### src/rtl/rv32_mem_arbiter.sv
// rv32_mem_arbiter: round-robin arbiter sharing one single-port memory bus
// between the instruction-fetch side (read-only) and the data side
// (read/write). Each access is carried over a req/ack handshake with an
// optional timeout; completion is signalled by a one-cycle ready pulse.
module rv32_mem_arbiter #(
    parameter int unsigned AW      = 32,
    parameter int unsigned DW      = 32,
    parameter int unsigned TIMEOUT = 255
) (
    input  logic          clk,
    input  logic          reset,
    // instruction side
    input  logic          i_req,
    input  logic [AW-1:0] i_addr,
    output logic          i_ready,
    output logic [DW-1:0] i_rdata,
    // data side
    input  logic          d_req,
    input  logic          d_we,
    input  logic [AW-1:0] d_addr,
    input  logic [DW-1:0] d_wdata,
    output logic          d_ready,
    output logic [DW-1:0] d_rdata,
    output logic          err,
    // memory bus
    output logic          m_req,
    output logic          m_we,
    output logic [AW-1:0] m_addr,
    output logic [DW-1:0] m_wdata,
    input  logic          m_ack,
    input  logic [DW-1:0] m_rdata,
    output logic          owner
);

    typedef enum logic [1:0] {
        IDLE = 2'd0,
        BUSY = 2'd1,
        RESP = 2'd2
    } state_t;

    state_t      state;
    logic        last_grant;   // 0 = I, 1 = D
    logic [31:0] wait_cnt;     // BUSY cycles elapsed without m_ack
    logic        grant_d;
    logic        timeout_hit;

    // Arbitration and timeout decode from current requests and registered state
    always_comb begin
        grant_d     = 1'b0;
        timeout_hit = 1'b0;
        // D wins when alone, or on a tie when I was granted last
        grant_d = d_req && (!i_req || (last_grant == 1'b0));
        // the abort fires in the TIMEOUT-th BUSY cycle, i.e. when the count
        // of earlier ack-less cycles equals TIMEOUT-1
        if (TIMEOUT != 0) begin
            timeout_hit = (wait_cnt == (TIMEOUT - 32'd1));
        end
    end

    // Control FSM with all bus and response outputs registered
    always_ff @(posedge clk or posedge reset) begin
        if (reset) begin
            state      <= IDLE;
            last_grant <= 1'b1;
            wait_cnt   <= '0;
            m_req      <= 1'b0;
            m_we       <= 1'b0;
            m_addr     <= '0;
            m_wdata    <= '0;
            owner      <= 1'b0;
            i_ready    <= 1'b0;
            d_ready    <= 1'b0;
            err        <= 1'b0;
            i_rdata    <= '0;
            d_rdata    <= '0;
        end else begin
            i_ready <= 1'b0;
            d_ready <= 1'b0;
            case (state)
                IDLE: begin
                    if (i_req || d_req) begin
                        state    <= BUSY;
                        m_req    <= 1'b1;
                        wait_cnt <= '0;
                        if (grant_d) begin
                            owner      <= 1'b1;
                            m_we       <= d_we;
                            m_addr     <= d_addr;
                            m_wdata    <= d_wdata;
                            last_grant <= 1'b1;
                        end else begin
                            owner      <= 1'b0;
                            m_we       <= 1'b0;
                            m_addr     <= i_addr;
                            m_wdata    <= '0;
                            last_grant <= 1'b0;
                        end
                    end
                end
                BUSY: begin
                    if (m_ack) begin
                        // ack beats a simultaneous timeout
                        state   <= RESP;
                        m_req   <= 1'b0;
                        err     <= 1'b0;
                        i_ready <= ~owner;
                        d_ready <= owner;
                        if (owner) begin
                            d_rdata <= m_rdata;
                        end else begin
                            i_rdata <= m_rdata;
                        end
                    end else if (timeout_hit) begin
                        state   <= RESP;
                        m_req   <= 1'b0;
                        err     <= 1'b1;
                        i_ready <= ~owner;
                        d_ready <= owner;
                        if (owner) begin
                            d_rdata <= '0;
                        end else begin
                            i_rdata <= '0;
                        end
                    end else if (TIMEOUT != 0) begin
                        wait_cnt <= wait_cnt + 32'd1;
                    end
                end
                RESP: begin
                    state <= IDLE;
                end
                default: begin
                    state <= IDLE;
                end
            endcase
        end
    end

endmodule

### config.mk
export PLATFORM = sky130hd
export DESIGN_NAME = rv32_mem_arbiter
export DESIGN_NICKNAME = d
export VERILOG_FILES = /design/src/rtl/rv32_mem_arbiter.sv
export SDC_FILE = /design/constraint.sdc
export NUM_CORES = 1
export LEC_CHECK = 0
export BUFFER_PORTS_ARGS = -buffer_cell sky130_fd_sc_hd__buf_2
export CAP_MARGIN = 30
export CORE_MARGIN = 8
export CORE_UTILIZATION = 45
export DETAILED_ROUTE_END_ITERATION = 7
export GPL_ROUTABILITY_DRIVEN = 0
export PLACE_DENSITY = 0.71
export SKIP_CTS_REPAIR_TIMING = 1
export SLEW_MARGIN = 10
export SYNTH_ARGS = -nofsm -noshare
export SYNTH_HDL_FRONTEND = slang
export SYNTH_SLANG_ARGS = --single-unit
### constraint.sdc
create_clock -name clk -period 6.8 [get_ports clk]
set_input_delay 0.68 -clock clk [delete_from_list [all_inputs] [get_ports clk]]
set_output_delay 0.68 -clock clk [all_outputs]
set_load 0.03 [all_outputs]
==> results of run 1 <==
==> critical path: stages, from the launching register on <==
cell      delay [ns]
dfrtp_1         0.43
inv_1           0.08
ha_1            0.13
nor4bb_1        0.36
nand3_2         0.20
o31ai_4         0.83
buf_4           0.37
a22oi_1         0.12
o22ai_1         0.20
==> worst max path at each step <==
stage          cells after the start  slack, ns                    start                  endpoint
2_1_floorplan                      1       1.55                    reset    d_rdata[0]$_DFFE_PP0P_
3_3_place_gp                       5       4.00                    i_req  wait_cnt[21]$_DFFE_PP0P_
3_5_place_dp                       5       3.96                    i_req  wait_cnt[21]$_DFFE_PP0P_
4_1_cts                            8       4.02  wait_cnt[0]$_DFFE_PP0P_  wait_cnt[21]$_DFFE_PP0P_
5_1_grt                            8       3.77  wait_cnt[0]$_DFFE_PP0P_  wait_cnt[21]$_DFFE_PP0P_
6_report                           8       3.99  wait_cnt[0]$_DFFE_PP0P_  wait_cnt[21]$_DFFE_PP0P_
==> cell type report <==
type / instances / area [um2] / share of cell area
clock buffer: 18 / 439 / 0.0465
clock inverter: 14 / 186 / 0.0197
inverter: 11 / 46.3 / 0.00490
multi-input combinational: 392 / 2820 / 0.298
sequential: 169 / 4230 / 0.448
tap: 216 / 270 / 0.0286
timing repair buffer: 277 / 1450 / 0.154
==> report_power, final <==
| group | total, uW | internal, uW | switching, uW | leakage [uW] |
|---|---|---|---|---|
| Clock | 1010 | 598 | 414 | 0.000306 |
| Sequential | 1600 | 1390 | 212 | 0.00218 |
| Combinational | 2120 | 673 | 1450 | 0.00246 |
==> layer usage <==
layer	vias to the layer above	wire length, um
met1	2876	8500
li1	2827	-
met3	26	1650
met5	-	0
met4	0	350
met2	239	10600
==> state kept, by name (all words and copies together), names as in the netlist <==
signal / cells
last_grant: 1
m_req: 1
err: 1
wait_cnt: 32
i_ready: 1
d_ready: 1
m_wdata: 32
owner: 1
d_rdata: 32
m_we: 1
m_addr: 32
i_rdata: 32
state: 2
==> synthesized netlist by cell type, types with 3 or more instances <==
cell / count
and2_1: 6
a21oi_1: 13
nor2_1: 15
o22ai_1: 9
nor2b_1: 3
buf_6: 8
clkbuf_1: 25
mux2i_1: 36
nand4_1: 10
nor4_1: 3
buf_2: 11
nor3_1: 14
dfrtp_1: 168
a22o_1: 109
a21o_1: 17
and3_1: 8
nand3_1: 17
nand2_1: 47
a31oi_1: 6
nor4_2: 4
inv_1: 11
o21ai_0: 40
and4_1: 3
==> stage by stage <==
stage           util  instances  power (uW)  hold slack, ns  setup WS [ns]
2_1_floorplan      -        619        3080           0.472           1.55
4_1_cts        0.593       1096        4780           0.444           4.02
3_3_place_gp   0.551       1063        3710           0.456           4.00
3_5_place_dp   0.553       1064        3740           0.465           3.96
5_1_grt        0.594       1097        4990           0.443           3.77
6_report       0.594       1097        4740           0.399           3.99
==> cells by family after synthesis <==
kind of cell               count (synthesis)  share of synthesized area
AOI/OAI and AO/OA                        209                      0.218
adders and majority gates                  2                    0.00342
buffers and inverters                     58                     0.0409
DFF                                      169                      0.578
muxes                                     37                     0.0513
and+or+nand+nor                          144                      0.108
==> run_results.csv, run 1 <==
group,metric,value,unit
status,outcome,"completed",
synth,syn-num-nets,755,
clock_network,insertion_delay,0.43,ns
final_layout,area_delta_synth_final,29.0,%
grt,top_usage_layer,"met2",
synth,yosysSeqAreaShare,0.578,
final_layout,drive_gt1_frac,0.376,
synth,ys_types,50,
grt,grt_start_max_net_pins,95,
timing,post-route-min-period,2.81,ns
worst_setup_path,ff2ff_setup_slack,3.99,ns
worst_setup_path,r2r_start,"wait_cnt[0]$_DFFE_PP0P_",
timing,rsz0062_at_grt,"no",
synth,synth_area_leaders,"dfrtp_1 (57%), a22o_1 (13%), mux2i_1 (4.9%)",
timing,tightest_slew,0.970,ns
synth,ys_ff_latch,169,
grt,grt_first_pass_wirelength,32600,um
drt,postRouteAntennaNets,0,
timing,clock-skew-final,0.00540,ns
floorplan,ios,268,
floorplan,row_count,46,
worst_hold_path,worstHoldPathType,"in -> async",
drt,drc,0,
synth,ys_async_sr_fraction,1.00,
grt,track_usage,0.204,
job,cap_violations,0,
drt,vias_per_cell,5.44,
worst_setup_path,r2r_cells,8,
synth,syn-cell-area,0.00732,mm2
floorplan,die_h,144,um
grt,use_met3,0.0508,
synth,yosys.area.top_type,"dfrtp_1",
grt,grtUsageMet2,0.351,
timing,slew_violations,0,
timing,relSlewSlack,0.350,
drt,drt_first_pass_iters,8,
synth,synth-edff-count,0,
pwr,p_leak,0.00494,uW
drt,wire_per_inst,19.3,um
clock_network,clockRootBuffer,"clkbuf_16",
drt,totalWireLength,21100,um
place,dpl_cell_area,0.00879,mm2
drt,drt-initial-drc-count,360,
synth,yosysTopAreaCellShare,0.574,
clock_network,htree_levels,4,
final_layout,design_area,0.00944,mm2
timing,finalSetupViolations,0,
place,port_buffers,267,
grt,grt_remaining_overflow,0,
floorplan,dieArea,0.0206,mm2
synth,synth_flop_cell,"dfrtp_1",
final_layout,fin_nets,1004,
synth,netlist_instances,619,
worst_setup_path,worst-path-max-fanout,20,
worst_setup_path,cp_data_required_time,7.14,ns
final_layout,final_cell_mix,"buf_2 (267), dfrtp_1 (168), a22o_1 (109)",
final_layout,final_common_cell,"buf_2",
clock_network,cts.reportedPaths.clkPinSlew,0.07,ns
final_layout,nFillCells,1313,
worst_setup_path,arrival,3.16,ns
pwr,vdd_drop_max,0.246,mV
timing,hold_viol_final,0,
clock_network,ctsLongestPathBuffers,2,
worst_setup_path,critical_path_class,"reg -> reg",
floorplan,coreArea,0.0159,mm2
pwr,cellPowerDensity,502,mW/mm2
clock_network,numClockSinks,169,
floorplan,initial_utilization,0.461,
grt,grt_pass1_vias,5891,
floorplan,die_x,144,um
synth,synth.avg_cell_area,11.8,um2
timing,post-route-period-util,0.414,
place,dp_hpwl,15000,um
worst_setup_path,setup.worst_path.start_class,"register",
grt,use_met1,0.246,
worst_setup_path,r2r-end,"wait_cnt[21]$_DFFE_PP0P_",
clock_network,tritoncts,"yes",
synth,yosys_warnings,0,
worst_setup_path,endpoint_kind,"register",
clock_network,cts_buffers,17,
final_layout,num_antenna_cells,0,
drt,num_vias,5968,
timing,max_clock_freq,0.355,GHz
timing,setup_tns,0,ns
grt,antenna_found_initial,0,
(Power assumes the default switching activity.)
==> run 2, diff against run 1 <==
==> constraint.sdc (replaced) <==
create_clock -name clk -period 2.6 [get_ports clk]
set_input_delay 0.26 -clock clk [delete_from_list [all_inputs] [get_ports clk]]
set_output_delay 0.26 -clock clk [all_outputs]
set_load 0.03 [all_outputs]
==> run 2 against run 1 <==
Net effect:
- first-iteration DRC count up 3.6%
- register-to-register slack worse by 3.7 ns
- critical path type unchanged
- largest cell class unchanged
- design area is essentially flat
- largest power group unchanged
- clock skew up 0.0041 ns
- sequential share of layout area about the same
==> run_results.csv, run 2 (synthesized netlist as in run 1, its figures left out) <==
group,metric,value,unit
timing,max_clock_freq,0.429,GHz
timing,hold_viol_final,0,
worst_setup_path,arrival,2.63,ns
drt,postRouteAntennaNets,0,
worst_setup_path,cp_data_required_time,2.90,ns
grt,antenna_found_initial,2,
worst_setup_path,cp_cell_sequence,"inv_1 > ha_1 > nor4bb_1 > nand3_2 > nor3_4 > o211ai_4 > a22o_1",
timing,clock-skew-final,0.00949,ns
worst_setup_path,r2r_cells,7,
pwr,vdd_drop_max,0.624,mV
worst_hold_path,hold_start,"d_wdata[0]",
drt,totalWireLength,21200,um
grt,grt_remaining_overflow,0,
final_layout,final_cell_mix,"buf_2 (267), dfrtp_1 (168), a22o_1 (109)",
clock_network,cts.reportedPaths.clkPinSlew,0.07,ns
floorplan,row_count,46,
drt,wire_per_inst,19.2,um
timing,relSlewSlack,0.369,
timing,rsz0062_at_grt,"no",
drt,drt_first_pass_iters,5,
job,cap_violations,0,
floorplan,ios,268,
clock_network,insertion_delay,0.43,ns
floorplan,initial_utilization,0.461,
floorplan,die_x,144,um
worst_setup_path,crit_path_start,"wait_cnt[0]$_DFFE_PP0P_",
floorplan,dieArea,0.0206,mm2
drt,drc,0,
grt,grt_start_max_net_pins,139,
timing,setup_tns,0,ns
worst_setup_path,setup.worst_path.start_class,"register",
timing,post-route-period-util,0.896,
worst_hold_path,hold_end,"m_wdata[0]$_DFFE_PP0P_",
worst_setup_path,crit_path_max_incr_delay,0.43,ns
worst_setup_path,ff2ff_setup_slack,0.27,ns
grt,grt_first_pass_wirelength,32500,um
pwr,cellPowerDensity,1290,mW/mm2
timing,finalSetupViolations,0,
clock_network,tritoncts,"yes",
place,port_buffers,267,
timing,post-route-min-period,2.33,ns
clock_network,cts_buffers,17,
status,outcome,"completed",
final_layout,drive_gt1_frac,0.380,
place,dp_hpwl,15300,um
worst_setup_path,r2r_start,"wait_cnt[0]$_DFFE_PP0P_",
drt,drt-initial-drc-count,373,
drt,num_vias,6025,
worst_setup_path,r2r-end,"i_rdata[24]$_DFFE_PP0P_",
clock_network,numClockSinks,169,
timing,slew_violations,0,
clock_network,clockRootBuffer,"clkbuf_16",
grt,grt_pass1_vias,5942,
worst_setup_path,critical_path_class,"reg -> reg",
worst_hold_path,worstHoldPathType,"in -> reg",
final_layout,area_delta_synth_final,29.0,%
worst_setup_path,worst-path-max-fanout,33,
floorplan,die_h,144,um
final_layout,final_core_util,0.594,
clock_network,ctsLongestPathBuffers,2,
final_layout,fin_nets,1011,
worst_setup_path,slowest_stage,"dfrtp_1",
worst_hold_path,min_path_cells,2,
floorplan,coreArea,0.0159,mm2
grt,track_usage,0.203,
drt,vias_per_cell,5.45,
timing,tightest_slew,0.942,ns
final_layout,final_common_cell,"buf_2",
clock_network,htree_levels,4,
worst_setup_path,endpoint_kind,"register",
pwr,p_leak,0.00495,uW
==> run 2: final cells by class <==
cell class,instances,area (um2)
clock buffers,17,425
multi-input cells,392,2820
clock inverters,15,145
diodes,2,5.00
flip-flops and latches,169,4230
well taps,216,270
inverters,11,45.0
fillers,1346,6440
repair buffers,284,1500
==> run 2: worst max path at each step <==
stage / endpoint / cells past startpoint
after floorplan: d_rdata[0]$_DFFE_PP0P_ / 1
after global placement: d_rdata[18]$_DFFE_PP0P_ / 7
after detailed placement: i_rdata[24]$_DFFE_PP0P_ / 7
after CTS: i_rdata[24]$_DFFE_PP0P_ / 7
after global routing: i_rdata[24]$_DFFE_PP0P_ / 7
final: i_rdata[24]$_DFFE_PP0P_ / 7
==> run 2: critical path, delay by kind of cell, from the launching register on <==
kind                     cells  cell delay, ns
buffers and inverters        1            0.08
flip-flops                   1            0.43
AND/OR/NAND/NOR              3            0.87
adder cells (fa/ha/maj)      1            0.13
AO/OA/AOI/OAI                2            0.70
==> run 2: stage by stage <==
step / cells / setup WS, ns / power (uW) / cell area (um2) / hold slack (ns)
after detailed placement: 1071 / 0.289 / 9850 / 8860 / 0.426
after global routing: 1106 / 0.119 / 12900 / 9440 / 0.0311
final: 1106 / 0.271 / 12200 / 9440 / 0.0446
after global placement: 1071 / 0.372 / 9780 / 8860 / 0.415
after floorplan: 619 / 0.186 / 8060 / 7320 / 0.346
after CTS: 1103 / 0.256 / 12300 / 9430 / -0.0311
==> run 2: power by group <==
part	switching, uW	leakage [uW]	internal [uW]	total [uW]
sequential	567	0.00218	3640	4210
combinational	3780	0.00249	1810	5580
clock	1150	0.000284	1280	2430
total	5490	0.00495	6720	12200
==> run 2: layer usage <==
metal  global-route usage  vias to the layer above  wire length [um]
met5                    0                        -                 0
met4               0.0614                        0               292
met3               0.0518                       26              1630
met2                0.344                      210             10600
met1                0.249                     2951              8720
li1                     -                     2838                 -
==> run 3, diff against run 2 <==
--- a/config.mk
+++ b/config.mk
@@ -11,6 +11,7 @@
 export CORE_UTILIZATION = 45
 export DETAILED_ROUTE_END_ITERATION = 7
 export GPL_ROUTABILITY_DRIVEN = 0
+export MAX_ROUTING_LAYER = met4
 export PLACE_DENSITY = 0.71
 export SKIP_CTS_REPAIR_TIMING = 1
 export SLEW_MARGIN = 10
==> run 3 against run 2 <==
Net effect:
- total power is essentially flat
- sequential share of layout area is the same
- setup slack gained 0.0080 ns
- via count is essentially flat
- sequential cell count is the same
- critical path depth is the same
- maximum frequency grew 0.35%
- count of clock-buffer cells in the layout is the same
- combinational power is essentially flat
==> run_results.csv, run 3 (synthesized netlist as in run 1, its figures left out) <==
group,metric,value,unit
status,outcome,"completed",
final_layout,final_core_util,0.594,
floorplan,ios,268,
clock_network,tritoncts,"yes",
timing,post-route-period-util,0.893,
grt,grt_start_max_net_pins,139,
worst_setup_path,setup.worst_path.start_class,"register",
drt,drc,0,
drt,vias_per_cell,5.45,
worst_hold_path,worstHoldPathType,"in -> reg",
timing,rsz0062_at_grt,"no",
final_layout,final_cell_mix,"buf_2 (267), dfrtp_1 (168), a22o_1 (109)",
floorplan,die_x,144,um
pwr,p_leak,0.00495,uW
worst_setup_path,endpoint_kind,"register",
grt,grt_pass1_vias,5942,
floorplan,dieArea,0.0206,mm2
clock_network,cts.reportedPaths.clkPinSlew,0.07,ns
drt,drt-initial-drc-count,371,
drt,met2WireLength,10600,um
floorplan,coreArea,0.0159,mm2
clock_network,ctsLongestPathBuffers,2,
drt,drt_first_pass_iters,5,
final_layout,final_common_cell,"buf_2",
final_layout,area_delta_synth_final,29.0,%
clock_network,cts_buffers,17,
clock_network,insertion_delay,0.43,ns
final_layout,fin_nets,1011,
drt,highest_layer,"met4",
timing,tightest_slew,0.938,ns
worst_setup_path,worst-path-max-fanout,33,
drt,drt-met1-wl,8600,um
grt,grt_remaining_overflow,0,
grt,track_usage,0.209,
place,dpl_cell_area,0.00886,mm2
timing,relSlewSlack,0.372,
timing,worst_slack,0.279,ns
drt,wire_per_inst,19.1,um
drt,totalWireLength,21200,um
timing,setup_tns,0,ns
drt,num_vias,6031,
worst_setup_path,critical_path_class,"reg -> reg",
place,place_ws,0.289,ns
clock_network,htree_levels,4,
timing,hold_viol_final,0,
clock_network,clockRootBuffer,"clkbuf_16",
final_layout,design_area,0.00944,mm2
place,dp_hpwl,15300,um
pwr,cellPowerDensity,1290,mW/mm2
worst_setup_path,cp_data_required_time,2.90,ns
drt,postRouteAntennaNets,0,
floorplan,row_count,46,
grt,antenna_found_initial,2,
job,cap_violations,0,
worst_setup_path,arrival,2.62,ns
timing,max_clock_freq,0.431,GHz
clock_network,numClockSinks,169,
timing,finalSetupViolations,0,
drt,met3_wirelength,1670,um
final_layout,drive_gt1_frac,0.380,
timing,post-route-min-period,2.32,ns
floorplan,initial_utilization,0.461,
place,port_buffers,267,
timing,slew_violations,0,
timing,clock-skew-final,0.0111,ns
pwr,vdd_drop_max,0.625,mV
floorplan,die_h,144,um
grt,grt_first_pass_wirelength,32600,um
pwr,power,12200,uW
==> run 3: layout make-up <==
type	count	area [um2]
fillers	1346	6440
flip-flops and latches	169	4230
multi-input cells	392	2820
repair buffers	284	1500
clock buffers	17	425
well taps	216	270
clock inverters	15	145
inverters	11	45.0
diodes	2	5.00
==> run 3: where the power goes <==
part | leakage (uW) | total (uW) | switching (uW) | internal (uW)
sequential | 0.00218 | 4210 | 567 | 3640
clock | 0.000284 | 2430 | 1150 | 1280
combinational | 0.00249 | 5580 | 3770 | 1810
==> run 3: stage by stage <==
stage,hold slack [ns],instances
6_report,0.0464,1106
5_1_grt,0.0301,1106
4_1_cts,-0.0311,1103
3_5_place_dp,0.426,1071
3_3_place_gp,0.415,1071
2_1_floorplan,0.346,619
==> run 3: worst max-delay path, cell delays in order, from the launching register on <==
cell      delay (ns)
dfrtp_1         0.43
inv_1           0.08
ha_1            0.13
nor4bb_1        0.32
nand3_2         0.19
nor3_4          0.36
o211ai_4        0.37
a22o_1          0.33
==> run 3: final timing paths <==
kind,from,endpoint,slack (ns),cells past startpoint
min in group asynchronous,reset,m_addr[24]$_DFFE_PP0P_,0.53,4
min reg2reg,m_addr[3]$_DFFE_PP0P_,m_addr[3]$_DFFE_PP0P_,0.48,2
min,d_wdata[24],m_wdata[24]$_DFFE_PP0P_,0.05,2
max in group asynchronous,reset,m_req$_DFFE_PP0P_,1.44,4
max,wait_cnt[0]$_DFFE_PP0P_,i_rdata[24]$_DFFE_PP0P_,0.28,7
max reg2reg,wait_cnt[0]$_DFFE_PP0P_,i_rdata[24]$_DFFE_PP0P_,0.28,7
==> run 3: metal layers <==
metal	vias up	global-route usage
li1	2834	-
met1	2956	0.253
met2	220	0.343
met3	21	0.0488
met4	0	0.0631
met5	-	-
